## config.mk

```make
export PLATFORM = sky130hd
export DESIGN_NAME = cpu_phase_ctrl
export DESIGN_NICKNAME = d
export VERILOG_FILES = /design/src/rtl/cpu_phase_ctrl_pkg.sv /design/src/rtl/cpu_phase_ctrl.sv
export SDC_FILE = /design/constraint.sdc
export NUM_CORES = 1
export LEC_CHECK = 0
export ABC_AREA = 1
export CORE_MARGIN = 2
export CORE_UTILIZATION = 46
export DETAILED_ROUTE_END_ITERATION = 7
export PLACE_DENSITY = 0.8
export SLEW_MARGIN = 20
export SYNTH_ARGS = -nofsm -noshare
export SYNTH_HDL_FRONTEND = slang
export SYNTH_SLANG_ARGS = --single-unit
export TNS_END_PERCENT = 50
```

## constraint.sdc

```tcl
create_clock -name CLK -period 1.7 [get_ports CLK]
set_clock_uncertainty 0.15 [all_clocks]
set_input_delay 0.34 -clock CLK [delete_from_list [all_inputs] [get_ports CLK]]
set_output_delay 0.34 -clock CLK [all_outputs]
set_load 0.03 [all_outputs]
```

## src/rtl/cpu_phase_ctrl_pkg.sv

```systemverilog
// cpu_phase_ctrl_pkg
//   Phase state codes and PHASE width shared by the phase sequencer and any
//   debug/monitor block that decodes PHASE, so all agree on the encoding.
//   Codes 110/111 are unused; the sequencer treats them as illegal and
//   returns to IDLE.
package cpu_phase_ctrl_pkg;

    localparam int PHASE_W = 3;

    typedef enum logic [PHASE_W-1:0] {
        ST_IDLE = 3'b000,
        ST_FT   = 3'b001,
        ST_DC   = 3'b010,
        ST_EX   = 3'b011,
        ST_WB   = 3'b100,
        ST_HALT = 3'b101
    } phase_t;

endpackage

```

## src/rtl/cpu_phase_ctrl.sv

```systemverilog
// cpu_phase_ctrl
//   Central phase sequencer for the multi-cycle core. It walks the datapath
//   through FT -> DC -> EX -> (WB) with exactly one phase enable per cycle,
//   handles run / single-step / stop / halt / memory-wait control, and counts
//   retired instructions.
//
// Ports
//   CLK, RST              core clock; asynchronous active-high reset
//   RUN, STEP             start free-running / single-instruction execution
//                         (sampled in IDLE, RUN has priority)
//   STOP                  return to IDLE at the next instruction boundary
//   MEM_RDY               instruction memory ready; FT stretches while low
//   WB_REQ, HALT_REQ      instruction attributes, sampled in EX
//   CLR_HALT              leave HALT
//   EN_FT/DC/EX/WB        one-hot phase enables
//   PHASE                 current state code
//   BUSY, HALTED          state summaries
//   INSTR_CNT             retired-instruction count (wraps)
module cpu_phase_ctrl
    import cpu_phase_ctrl_pkg::*;
#(
    parameter int CNT_W = 16
) (
    input  logic               CLK,
    input  logic               RST,
    input  logic               RUN,
    input  logic               STEP,
    input  logic               STOP,
    input  logic               MEM_RDY,
    input  logic               WB_REQ,
    input  logic               HALT_REQ,
    input  logic               CLR_HALT,
    output logic               EN_FT,
    output logic               EN_DC,
    output logic               EN_EX,
    output logic               EN_WB,
    output logic [PHASE_W-1:0] PHASE,
    output logic               BUSY,
    output logic               HALTED,
    output logic [CNT_W-1:0]   INSTR_CNT
);

    phase_t state;
    logic   step_mode;
    logic   stop_pend;
    logic   in_instr;
    logic   retire_to_idle;

    assign in_instr       = (state == ST_FT) || (state == ST_DC) ||
                            (state == ST_EX) || (state == ST_WB);
    // A STOP arriving on the retire edge itself counts as well as a pending one.
    assign retire_to_idle = step_mode || stop_pend || STOP;

    always_ff @(posedge CLK or posedge RST) begin
        if (RST) begin
            state     <= ST_IDLE;
            step_mode <= 1'b0;
            stop_pend <= 1'b0;
            INSTR_CNT <= '0;
        end else begin
            // Remember a STOP seen mid-instruction; later assignments below
            // clear it again when IDLE/HALT exit paths are taken.
            if (STOP && in_instr)
                stop_pend <= 1'b1;

            case (state)
                ST_IDLE: begin
                    if (RUN) begin
                        state     <= ST_FT;
                        step_mode <= 1'b0;
                    end else if (STEP) begin
                        state     <= ST_FT;
                        step_mode <= 1'b1;
                    end
                end
                ST_FT: begin
                    if (MEM_RDY)
                        state <= ST_DC;
                end
                ST_DC: begin
                    state <= ST_EX;
                end
                ST_EX: begin
                    if (HALT_REQ) begin
                        // HALT itself counts as retired.
                        state     <= ST_HALT;
                        INSTR_CNT <= INSTR_CNT + CNT_W'(1);
                    end else if (WB_REQ) begin
                        state <= ST_WB;
                    end else begin
                        INSTR_CNT <= INSTR_CNT + CNT_W'(1);
                        if (retire_to_idle) begin
                            state     <= ST_IDLE;
                            step_mode <= 1'b0;
                            stop_pend <= 1'b0;
                        end else begin
                            state <= ST_FT;
                        end
                    end
                end
                ST_WB: begin
                    INSTR_CNT <= INSTR_CNT + CNT_W'(1);
                    if (retire_to_idle) begin
                        state     <= ST_IDLE;
                        step_mode <= 1'b0;
                        stop_pend <= 1'b0;
                    end else begin
                        state <= ST_FT;
                    end
                end
                ST_HALT: begin
                    if (CLR_HALT) begin
                        state     <= ST_IDLE;
                        step_mode <= 1'b0;
                        stop_pend <= 1'b0;
                    end
                end
                default: begin
                    // Illegal codes recover to a clean IDLE.
                    state     <= ST_IDLE;
                    step_mode <= 1'b0;
                    stop_pend <= 1'b0;
                end
            endcase
        end
    end

    // Outputs decode straight from the state flops so they line up with PHASE.
    assign EN_FT  = (state == ST_FT);
    assign EN_DC  = (state == ST_DC);
    assign EN_EX  = (state == ST_EX);
    assign EN_WB  = (state == ST_WB);
    assign PHASE  = state;
    assign BUSY   = in_instr;
    assign HALTED = (state == ST_HALT);

endmodule

```

# After elaboration in Yosys (flattened, before gate mapping)

Cells that the tools add are included.
W data, S select, Z words.

Bits in registers: 21
Input bits: 9
Output and inout port bits: 25
Word-level logic and storage cells: 54

Add/subtract/negate cells: 1
Equality and inequality tests: 11
Muxes and demuxes: 24
Bitwise gates (word level): 1
Reductions and logical operators: 13

Operators by type and width:

| operator                | number |
|---|---|
| $mux W16                | 2 |
| $pmux W16 S2            | 1 |
| $mux W3                 | 6 |
| $pmux W3 S6             | 1 |
| $add A16 B1 Y16 const B | 1 |
| $mux W1                 | 12 |
| $ne A2 B2 Y1 const B    | 4 |
| $eq A3 B2 Y1 const B    | 2 |
| $eq A3 B3 Y1 const B    | 2 |
| $ne A3 B3 Y1 const B    | 2 |
| $logic_or A1 B1 Y1      | 5 |
| $pmux W1 S5             | 1 |
| $reduce_and A5 Y1       | 1 |
| $pmux W1 S4             | 1 |
| $eq A3 B1 Y1 const B    | 1 |
| $logic_not A3 Y1        | 1 |
| $reduce_and A3 Y1       | 1 |
| $reduce_or A3 Y1        | 1 |
| $reduce_and A2 Y1       | 1 |
| $reduce_bool A2 Y1      | 1 |
| $reduce_or A2 Y1        | 1 |
| $logic_and A1 B1 Y1     | 1 |
| $not A1 Y1              | 1 |

# Depth between registers and ports, before layout

Depth after elaboration: 10
Gate-level depth with buffers: 9
Depth with buffers taken out: 9

# Worst setup path after synthesis

No wires, ideal clock.

Path kind: reg-to-reg
Start: register state[0] (netlist: PHASE[0])
End: register INSTR_CNT[3]
Library setup time: 134 ps
Arrival: 1404 ps
Data required time: 1416 ps
Slack: 12 ps
Stages on the path, launching flop included: 8
Buffers on the path: 1
Period minus slack after synthesis: 1688 ps
Cell sequence: dfrtp_1 nand2_2 nor2_4 nand2_2 nand2_4 buf_12 nand2_4 xnor2_2

Word-level cells in the longest chain between the ends: 3
Elaborated cells between the ends (all ways): 6
Those cells by class: eq/ne (3); mux (1); reduce/logical (2)

RTL lines:

| what                                                                       | RTL line              | source |
|---|---|---|
| start: declaration                                                         | cpu_phase_ctrl.sv:43  | `phase_t state;` |
| start signal: assignment                                                   | cpu_phase_ctrl.sv:56  | `state <= ST_IDLE;` |
| start signal: assignment                                                   | cpu_phase_ctrl.sv:69  | `state <= ST_FT;` |
| start signal: assignment                                                   | cpu_phase_ctrl.sv:72  | `state <= ST_FT;` |
| $eq A3 B2 Y1 (*)                                                           | --                    |  |
| net EN_EX                                                                  | cpu_phase_ctrl.sv:35  | `output logic EN_EX,` |
| $ne A3 B3 Y1 (no source line) / $reduce_bool A2 Y1 (equally long branches) | --                    |  |
| $reduce_and A2 Y1 (no source line)                                         | --                    |  |
| end signal: assignment                                                     | cpu_phase_ctrl.sv:87  | `INSTR_CNT <= INSTR_CNT + CNT_W'(1);` |
| end signal: assignment                                                     | cpu_phase_ctrl.sv:91  | `INSTR_CNT <= INSTR_CNT + CNT_W'(1);` |
| end signal: assignment                                                     | cpu_phase_ctrl.sv:102 | `INSTR_CNT <= INSTR_CNT + CNT_W'(1);` |
| end: declaration                                                           | cpu_phase_ctrl.sv:40  | `output logic [CNT_W-1:0] INSTR_CNT` |

Mark *: on every way through the listed nets, which the timed path passes. The rest lies on a longest branch.
A chain may end at the register's enable or synchronous reset.

# Final worst setup path

Start: register state[1] (netlist: PHASE[1])
End: output port HALTED

Word-level cells in the longest chain between the ends: 1

RTL lines:

| what             | RTL line              | source |
|---|---|---|
| $eq A3 B3 Y1     | cpu_phase_ctrl.sv:135 | `assign HALTED = (state == ST_HALT);` |
| end: declaration | cpu_phase_ctrl.sv:39  | `output logic HALTED,` |

No other way between the ends.

==> summary.md <==
| Metric | Value |
|---|---|
| Status | complete, but fails checks |
| Failing checks | negative setup slack |
| Final ANT Viol Nets | 0 |
| Largest net degree at the start of global routing | 22 |
| Post-Layout Cell Count | 280 |
| Hold WS | 0.192 ns |
| Clock Sinks | 21 |
| Mux cell area share after synthesis | 0% |
| Maxcap violations | 0 |
| Worst slew margin | between 70% and 80% |
| Reg clk slew, reported paths | around 0.13 ns |
| Routability Congestion | roughly 0.83 |
| # nets final | 260 |
| Synth Area in Simple Gates | 39.1% |
| Area Growth Syn to Fin | 58.0% |
| Leakage power | 0.00110 uW |
| Setup WS post-layout | -0.131 ns |
| Power density over the cells | 1530 nW/um^2 |
| Area leader, netlist | dfrtp_1 |
| DR iter-0 viols | 71 |
| EDFF count, synth | 0 |
| Worst Path Arrival | 1.34 ns |
| Crit path capture type | primary output |
| Commonest non-fill, non-tap cell in the layout | nand2_1 |
| H-Tree Level Count | 1 |
| Maximum vdd ir drop | roughly 1.7 mV |
| Drt pass-1 iters | 4 |
| Synth Area in XOR/XNOR | between 7 and 8% |
| Net Count, Synth | roughly 190 |
| Syn Area/Cell | approximately 7.4 sq um |
| Core Footprint | 2710 sq um |
| #FFs+latches synth | 21 |
| Detailed Route WL | 3530 microns |
| Via density | approximately 5 |
| Vias in the first global route | 1288 |
| Period utilization | 108% |
| Share of the synthesized area in the top cell type | between 40% and 50% |
| Die Y | 57.0 microns |
| Met3 global-route usage | 2.04% |
| Main area contributors after synthesis | dfrtp_1 41%, nand2_1 17%, nor2_1 6.7% |
| Worst-Skew Late Latency | 0.31 ns |
| Final Critical Period | between 1.5 and 2 ns |
| Crit Path Category | register to primary output |
| GRT Total Usage | 22.0% |
| Synth Flop Type | dfrtp_1 |
| Die ar. | ~3200 sq um |
| Yosys cell types | 27 |
| DRC | 0 |
| Adder-cell area share of the yosys netlist | less than 1% |
| HP Class | input port to async pin |
| GR Util met1 | 31.6% |
| Met2 Use GR | 35.8% |
| Post-Synthesis Cells | 175 |
| Finished layout cell area | 2040 sq um |
| Port Buffers | 33 |
| Seq/Total Area, Yosys | between 40% and 50% |
| Share of cells above drive strength 1 | 33.7% |
| Critical Path Source Type | register |
| R2R Setup Slk | 0.09 ns |
| Die X | roughly 57 microns |
| Clock buffer depth | 2 |
| Slew Limit Fails | 0 |
| Largest family of logic cells by synthesized area | simple AND/OR/NAND/NOR gates |
| Warning count from the yosys run | 0 |
| Critical path fanouts, max | 6 |
| Antenna cells | 0 |
| DP Wirelength | 2140 microns |
| Global-route wire length before repair | 5660 microns |
| Total number of vias | 1371 |
| WL per Instance | around 13 microns |
| Inst Count DP | 256 |
| Mapped Area | 1290 sq um |
| CTS tree | yes |
| Synth Area in Compound Gates | roughly 3.7% |
| Most frequent cells in the layout | 51 x nand2_1, 35 x buf_4, 20 x nor2_1 |
| Starting Density | 47.6% |
| Initial antenna violation count | 0 |
| Remaining Overflow, GRT | 0 |
| # IOs | 34 |
| Site row count | 19 |
| RSZ-0062 raised after global routing | true |
| Setup-failing EPs final | 7 |
| Data required, critical path | 1.21 ns |
| Worst-Margin Slew | approximately 0.35 ns |
| Post-Place Cell Area | 1760 sq um |
| Cts bufs inserted | 3 |
| FMAX | 546 MHz |
| Final Hold Viols | 0 |
| Busiest grt layer | met2 |
| Async SR Flop Fraction | 100% |
| Root Driver | clkbuf_4 |
## stage by stage
step                      setup slack (ns)  setup TNS, ns  power [uW]  util, %
after floorplan                     0.0124              0        1700        -
after global placement             -0.0178        -0.0312        2220     65.0
after detailed placement           -0.0551         -0.147        2230     65.0
after CTS                           -0.101         -0.323        2930     72.9
after global routing                -0.196         -0.953        3320     75.3
final                               -0.131         -0.484        3120     75.3
## critical path, stage by stage, from the launching register on
cell and delay [ns]:
dfrtp_2 0.50, inv_2 0.10, buf_4 0.12, nand3_1 0.10, inv_1 0.09, buf_6 0.13
## final timing paths
check,end,from,cells after the start
worst max-delay path,HALTED,PHASE[1],5
worst min-delay path,INSTR_CNT[1],RST,3
worst max register to register,INSTR_CNT[10],PHASE[0],8
worst min register to register,step_mode,step_mode,2
max in group asynchronous,PHASE[0],RST,3
min in group CLK,step_mode,step_mode,2
## timing repair
item                       4_1_cts  5_1_grt
resized for setup               47       13
buffers inserted                19        3
hold buffers                     0        0
setup endpoints to repair       24       14
pin swaps                        7        7
## flip-flops by register name, summed over array words and instances (netlist names)
signal	flops
INSTR_CNT	16
PHASE	3
step_mode	1
stop_pend	1
## layer usage
metal | routed length, microns | part of all wire, % | vias up
met5 | 0 | 0 | -
met1 | 1610 | 46 | 644
met2 | 1760 | 50 | 34
met4 | 31 | 0.88 | 0
li1 | - | - | 689
met3 | 132 | 3.7 | 4
## area by class of cell
| class | count | area, sq um |
|---|---|---|
| Clock buffer | 3 | 22.5 |
| Clock inverter | 1 | 5.00 |
| Fill cell | 196 | 669 |
| Inverter | 23 | 86.3 |
| Multi-Input combinational cell | 130 | 743 |
| Sequential cell | 21 | 529 |
| Tap cell | 31 | 38.8 |
| Timing Repair Buffer | 71 | 616 |
## cells in the mapped netlist, types with 2 or more instances
cell and n:
dfrtp_1 21, inv_1 22, nand2_1 57, nand2_2 2, nand2_4 3, nand3_1 9
nand3b_1 2, nand4_1 4, nor2_1 23, nor2_2 3, nor3_1 3, o21ai_0 6
xnor2_1 4, xor2_1 3
## cells by family (layout without fill, tap and decap cells)
| kind of cell | count (synthesis) | after routing |
|---|---|---|
| buffers and inverters | 24 | 98 |
| xor gates and xnor gates | 9 | 9 |
| and+or+nand+nor | 111 | 111 |
| adders and majority gates | 1 | 1 |
| DFF | 21 | 21 |
| AOI/OAI and AO/OA | 9 | 9 |
## report_power, final
part           switching, uW  internal [uW]  leakage, uW
Sequential               146            620     0.000274
Combinational           1140            972     0.000809
Clock                    163           87.8    0.0000177
Note: power is estimated with default switching activity, not from simulation.
